File: src/rtl/fft_lane_merge_pkg.sv
// Shared types and constants for the fft_lane_merge block.
package fft_lane_merge_pkg;

    typedef enum logic {
        ST_MERGE  = 1'b0,
        ST_RESYNC = 1'b1
    } state_t;

    localparam int ERR_CNT_W = 16;

endpackage

File: src/rtl/fft_lane_merge_lane.sv
// One lane of fft_lane_merge: a word FIFO (data plus tlast) together with the
// done flag and the drain-pop logic used while the merger resynchronizes.
module fft_lane_merge_lane
    import fft_lane_merge_pkg::*;
#(
    parameter int DATA_W         = 32,
    parameter int FIFO_SIZE_LOG2 = 5
) (
    input  logic              clk,
    input  logic              rst_n,
    input  logic              en,
    input  logic [DATA_W-1:0] in_data,
    input  logic              in_last,
    input  logic              in_valid,
    output logic              in_ready,
    output logic [DATA_W-1:0] head_data,
    output logic              head_last,
    output logic              head_valid,
    input  logic              merge_pop,
    input  logic              resync,
    input  logic              done_clr,
    output logic              done
);

    localparam int DEPTH = 1 << FIFO_SIZE_LOG2;

    logic [DATA_W:0]         mem [DEPTH];
    logic [FIFO_SIZE_LOG2:0] wr_ptr;
    logic [FIFO_SIZE_LOG2:0] rd_ptr;
    logic                    full;
    logic                    empty;
    logic                    push;
    logic                    drain_pop;
    logic                    pop;

    // Pointers carry one wrap bit so full and empty are distinguishable.
    assign empty     = (wr_ptr == rd_ptr);
    assign full      = (wr_ptr[FIFO_SIZE_LOG2] != rd_ptr[FIFO_SIZE_LOG2]) &&
                       (wr_ptr[FIFO_SIZE_LOG2-1:0] == rd_ptr[FIFO_SIZE_LOG2-1:0]);
    assign in_ready  = en && !full;
    assign push      = in_valid && in_ready;
    assign drain_pop = resync && !done && !empty;
    assign pop       = merge_pop || drain_pop;

    assign head_valid = !empty;
    assign {head_last, head_data} = mem[rd_ptr[FIFO_SIZE_LOG2-1:0]];

    // Storage write; data words are not reset.
    always_ff @(posedge clk) begin
        if (push) begin
            mem[wr_ptr[FIFO_SIZE_LOG2-1:0]] <= {in_last, in_data};
        end
    end

    // Read and write pointers; reset discards everything buffered.
    always_ff @(posedge clk) begin
        if (!rst_n) begin
            wr_ptr <= '0;
            rd_ptr <= '0;
        end else begin
            if (push) wr_ptr <= wr_ptr + 1'b1;
            if (pop)  rd_ptr <= rd_ptr + 1'b1;
        end
    end

    // Done flag: set when the drain pops this lane's tlast word.
    always_ff @(posedge clk) begin
        if (!rst_n) begin
            done <= 1'b0;
        end else if (done_clr) begin
            done <= 1'b0;
        end else if (drain_pop && head_last) begin
            done <= 1'b1;
        end
    end

endmodule

File: src/rtl/fft_lane_merge.sv
// fft_lane_merge: merges NIPC single-item lane streams into one NIPC-wide
// AXI-Stream, checking that all lanes agree on packet boundaries and
// draining every lane to its next tlast when they do not.
// Optional: define FFT_LANE_MERGE_ERR_CNT_EN to add the saturating err_count.
module fft_lane_merge
    import fft_lane_merge_pkg::*;
#(
    parameter int NIPC           = 4,
    parameter int DATA_W         = 32,
    parameter int FIFO_SIZE_LOG2 = 5,
    parameter int MAX_PKT_LOG2   = 12
) (
    input  logic                   clk,
    input  logic                   rst_n,
    input  logic [NIPC*DATA_W-1:0] i_tdata,
    input  logic [NIPC-1:0]        i_tlast,
    input  logic [NIPC-1:0]        i_tvalid,
    output logic [NIPC-1:0]        i_tready,
    output logic [NIPC*DATA_W-1:0] o_tdata,
    output logic                   o_tlast,
    output logic                   o_tvalid,
    input  logic                   o_tready,
    output logic                   event_misalign
`ifdef FFT_LANE_MERGE_ERR_CNT_EN
    ,
    output logic [ERR_CNT_W-1:0]   err_count
`endif
);

    localparam logic [MAX_PKT_LOG2-1:0] BEAT_MAX = '1;

    state_t                  state;
    state_t                  state_nxt;
    logic                    run;
    logic                    active;
    logic [NIPC-1:0]         head_valid;
    logic [NIPC-1:0]         head_last;
    logic [NIPC-1:0]         done;
    logic                    all_valid;
    logic                    last_all;
    logic                    last_any;
    logic                    over_len;
    logic                    misalign;
    logic                    merge_pop;
    logic                    resync;
    logic                    done_clr;
    logic [MAX_PKT_LOG2-1:0] beat_cnt;

    // Nothing is accepted or presented until one clean cycle out of reset.
    assign active    = rst_n && run;
    assign all_valid = &head_valid;
    assign last_all  = &head_last;
    assign last_any  = |head_last;
    assign over_len  = (beat_cnt == BEAT_MAX) && !last_any;
    assign o_tlast   = last_all;
    assign event_misalign = misalign;

    for (genvar k = 0; k < NIPC; k++) begin : g_lane
        fft_lane_merge_lane #(
            .DATA_W         (DATA_W),
            .FIFO_SIZE_LOG2 (FIFO_SIZE_LOG2)
        ) u_lane (
            .clk        (clk),
            .rst_n      (rst_n),
            .en         (active),
            .in_data    (i_tdata[k*DATA_W +: DATA_W]),
            .in_last    (i_tlast[k]),
            .in_valid   (i_tvalid[k]),
            .in_ready   (i_tready[k]),
            .head_data  (o_tdata[k*DATA_W +: DATA_W]),
            .head_last  (head_last[k]),
            .head_valid (head_valid[k]),
            .merge_pop  (merge_pop),
            .resync     (resync),
            .done_clr   (done_clr),
            .done       (done[k])
        );
    end

    // Run flag: rises on the first clock edge with reset released.
    always_ff @(posedge clk) begin
        if (!rst_n) run <= 1'b0;
        else        run <= 1'b1;
    end

    // FSM state register.
    always_ff @(posedge clk) begin
        if (!rst_n) state <= ST_MERGE;
        else        state <= state_nxt;
    end

    // Head comparison, output handshake and resync sequencing.
    always_comb begin
        state_nxt = state;
        o_tvalid  = 1'b0;
        misalign  = 1'b0;
        merge_pop = 1'b0;
        resync    = 1'b0;
        done_clr  = 1'b0;
        if (active) begin
            case (state)
                ST_MERGE: begin
                    if (all_valid) begin
                        if ((last_any && !last_all) || over_len) begin
                            misalign  = 1'b1;
                            state_nxt = ST_RESYNC;
                        end else begin
                            o_tvalid  = 1'b1;
                            merge_pop = o_tready;
                        end
                    end
                end
                ST_RESYNC: begin
                    resync = 1'b1;
                    if (&done) begin
                        done_clr  = 1'b1;
                        state_nxt = ST_MERGE;
                    end
                end
                default: state_nxt = ST_MERGE;
            endcase
        end
    end

    // Beat counter within the current packet; restarts after tlast or resync.
    always_ff @(posedge clk) begin
        if (!rst_n) begin
            beat_cnt <= '0;
        end else if (done_clr) begin
            beat_cnt <= '0;
        end else if (o_tvalid && o_tready) begin
            beat_cnt <= o_tlast ? '0 : beat_cnt + 1'b1;
        end
    end

`ifdef FFT_LANE_MERGE_ERR_CNT_EN
    logic [ERR_CNT_W-1:0] err_cnt;

    function automatic logic [ERR_CNT_W-1:0] sat_inc(input logic [ERR_CNT_W-1:0] v);
        return (&v) ? v : v + 1'b1;
    endfunction

    assign err_count = err_cnt;

    // Misalignment event counter, sticking at all ones.
    always_ff @(posedge clk) begin
        if (!rst_n)        err_cnt <= '0;
        else if (misalign) err_cnt <= sat_inc(err_cnt);
    end
`endif

endmodule
File: config.mk
export PLATFORM = sky130hd
export DESIGN_NAME = fft_lane_merge
export DESIGN_NICKNAME = d
export VERILOG_FILES = /design/src/rtl/fft_lane_merge_pkg.sv /design/src/rtl/fft_lane_merge_lane.sv /design/src/rtl/fft_lane_merge.sv
export SDC_FILE = /design/constraint.sdc
export NUM_CORES = 2
export LEC_CHECK = 0
export CORE_ASPECT_RATIO = 0.9
export CORE_MARGIN = 2
export CORE_UTILIZATION = 60
export DETAILED_ROUTE_END_ITERATION = 10
export PLACE_DENSITY = 0.82
export SYNTH_ARGS = -nofsm -noshare
export SYNTH_HDL_FRONTEND = slang
export SYNTH_MEMORY_MAX_BITS = 65536
export SYNTH_SLANG_ARGS = --single-unit
File: constraint.sdc
create_clock -name clk -period 5.2 [get_ports clk]
set_input_delay 1.04 -clock clk [delete_from_list [all_inputs] [get_ports clk]]
set_output_delay 1.04 -clock clk [all_outputs]
set_load 0.02 [all_outputs]
==> impl_results.md <==
* Antenna violations before repair at 16
* Area grow syn2layout at 15.1%
* Clk slew on worst S/H paths at 0.07 ns
* Status: completed
* Endpoint arrival time on the critical path at 4.06 ns
* Die width at 556 um
* Synth Flop Type: edfxtp_1
* Slew HR at 5.04%
* Worst Tran Pin Value at 1.42 ns
* CTS buffer count at 410
* Final max-slew violation count at 0
* H-Tree Depth at 5
* Max Buffers Root-to-Sink at 4
* Synth cell count leaders: edfxtp_1 (4224), mux4_2 (1280), nand2_1 (261)
* RD Place Congestion at 0.795
* Share of layout cells above drive strength 1 at 31.2%
* Fin crit share at ~98%
* Routed WL at 437000 um
* Count leader, synth: edfxtp_1
* Routed vias at 81.2k
* Core area at about 270000 um2
* Placed cells at between 10k and 15k
* Asr flop ratio synth at 0%
* Crit path max fanout at 31
* Crit path launch type: flop
* Port Buffers at 273
* Mapped Area at ~160000 um2
* Power Density at 366 nW/um2
* Critical path class: flop to output pin
* Hold-fix buffers at CTS at 0
* Reg2reg start: g_lane[1].u_lane.wr_ptr[3]$_SDFFE_PN0P_
* Max cap viols at 0
* Clock skew at 0.0719 ns
* Synthesized Nets at 7056
* Tmin final at about 5.1 ns
* Cell Count, Final, Fillers Out at between 10k and 15k
* RSZ-0062 raised after global routing: false
* Sequential-to-total area share from yosys stat at between 70% and 80%
* Hold Vio Cnt, Final at 0
* Post-DR vias/cell at 7.05
* Pin count of the biggest net entering global routing at 77
* Final setup viols at 0
* Post-synth top area cell: edfxtp_1
* Fmax at between 150 and 200 MHz
* Worst setup EP type: output pin
* Syn Inst Count at 6896
* Hold Crit Start: beat_cnt[1]$_SDFFE_PP0P_
* Largest cells by area after synthesis: edfxtp_1 (77%), mux4_2 (18%), dfxtp_1 (1.0%)
* Max IR drop VDD at 0.370 mV
* First-pass GRT wire length at 623000 um
* Worst skew pair latency at 0.95 ns
* Post-DP HPWL at about 220000 um
* Wire per inst at 38.0 um
* # nets final at 7743
* Hold Crit Class: flop to flop
* Total track usage at 31.7%
* Number of DRC markers in iteration 0 at ~13k
* Root Driver: clkbuf_16
* GRT Residual Overflow at 0
* Row cnt at 182
* CP Data Required Time at 4.16 ns
* Yosys top cell area share at between 70% and 80%
* Post-synth EDFFs at around 4.2k
* Setup TNS at 0 ns
* Distinct cell type count after synthesis at 55
* Ys Warns at 0
* Number of synthesized register bits at 4310
* Full die area at 278000 um2
* Chip Height at 501 um
* Routed Antenna Nets at 0
* I/O Pins at approximately 270
* CTS Sinks at 4310
* Initial core utilization at between 60% and 70%
* Residual DRC at 0
* P_leak at about 57 nW
* CTS tree: done
* Mapped Avg Cell Area at 23.9 um2
* DRT Pass-1 Iters at 7
* Vias in the first global route at 84.3k
==> metrics by stage <==
step / hold slack, ns / total power, mW / utilization (%) / setup slack [ns] / cell area, um2
floorplan: 0.444 / 39.1 / - / 1.04 / 165000
detailed placement: 0.462 / 39.9 / 64.3 / 0.217 / 175000
global route: 0.503 / 70.7 / 69.3 / 0.0114 / 189000
CTS: 0.472 / 69.5 / 69.3 / 0.0112 / 189000
finish: 0.472 / 69.3 / 69.3 / 0.101 / 189000
global placement: 0.453 / 39.8 / 64.3 / 0.154 / 175000
==> report_power, final <==
part	leakage, nW	switching [mW]	total (mW)	internal (mW)
Clock	6.46	13.3	30.2	16.9
Combinational	11.9	0.717	0.958	0.241
Sequential	38.7	0.0208	38.2	38.2
Total	57.0	14.0	69.3	55.3
==> state kept, by name, indices dropped and copies added (netlist names), named ones only <==
signal,count
g_lane.u_lane.wr_ptr,24
state,1
g_lane.u_lane.rd_ptr,24
run,1
g_lane.u_lane.done,4
beat_cnt,12
g_lane.u_lane.mem,4224
==> metal layers <==
metal  vias to the layer above  routed length, um  track usage (%)
li1                      30802                  -                -
met1                     42485             147000             42.3
met2                      6568             219000             52.0
met3                      1312              50400             6.34
met4                        20              20500             12.9
met5                         -                129                0
==> cell usage in the layout (no fill, tap or decap), types with 6 or more instances in the layout <==
cell | Yosys | routed
inv_16 | 0 | 7
or3_1 | 10 | 10
nand2_1 | 261 | 260
buf_12 | 0 | 136
a22oi_1 | 12 | 11
nor2b_1 | 13 | 11
clkbuf_16 | 0 | 411
mux4_2 | 1280 | 1280
nor2_1 | 187 | 59
ha_1 | 21 | 21
and2_1 | 10 | 10
mux2i_1 | 84 | 82
clkinv_2 | 0 | 69
o21ai_0 | 22 | 22
nand4_1 | 7 | 7
o21a_1 | 8 | 8
nor2_4 | 0 | 128
and3_1 | 8 | 8
a21oi_4 | 6 | 6
clkbuf_1 | 227 | 80
dfxtp_4 | 0 | 17
xnor2_1 | 17 | 17
clkinv_16 | 0 | 9
clkinv_1 | 3 | 85
xor2_1 | 19 | 19
a21oi_1 | 39 | 39
clkdlybuf4s50_1 | 0 | 269
mux2_2 | 66 | 66
edfxtp_1 | 4224 | 4224
inv_1 | 15 | 13
buf_4 | 7 | 211
nand3b_1 | 16 | 16
nor3_1 | 25 | 25
bufinv_16 | 0 | 45
dfxtp_1 | 86 | 67
clkinvlp_4 | 0 | 19
diode_2 | 0 | 10
nand3_1 | 37 | 37
==> cells by family after synthesis <==
family / Yosys count / share of synthesized area (%)
compound gates: 122 / 0.520
flops: 4310 / 78.1
buf+inv: 374 / 0.915
fa+ha+maj: 21 / 0.160
simple gates: 601 / 1.59
xor+xnor: 36 / 0.192
mux: 1432 / 18.5
==> critical path, stage by stage (launching register included) <==
cell and delay [ns]:
dfxtp_4 0.50, buf_12 0.31, buf_4 0.29, mux4_2 0.60, mux4_2 0.53, mux2_2 0.32, clkdlybuf4s50_1 0.55
==> final timing paths <==
check                                                              to  slack, ns  cells after the start
worst min register to register               beat_cnt[1]$_SDFFE_PP0P_       0.47                      2
worst max-delay path                                      o_tdata[57]       0.10                      6
worst max register to register  g_lane[1].u_lane.mem[11][4]$_DFFE_PP_       1.38                      8
worst min-delay path                         beat_cnt[1]$_SDFFE_PP0P_       0.47                      2
==> repair_timing <==
item / 4_1_cts / 5_1_grt
gates resized for setup: 21 / 5
endpoints found under the setup margin: 30 / 4
cloned: 1 / 0
setup buffers: 23 / 1
==> cell type report <==
class	count	area, um2
fillers	14878	83700
clock buffers	493	10600
clock inverters	248	2730
inverters	19	73.8
flip-flops and latches	4310	129000
well taps	3588	4490
diodes	10	25.0
repair buffers	630	7270
multi-input cells	2212	35500
Note: power is estimated with default switching activity, not from simulation.
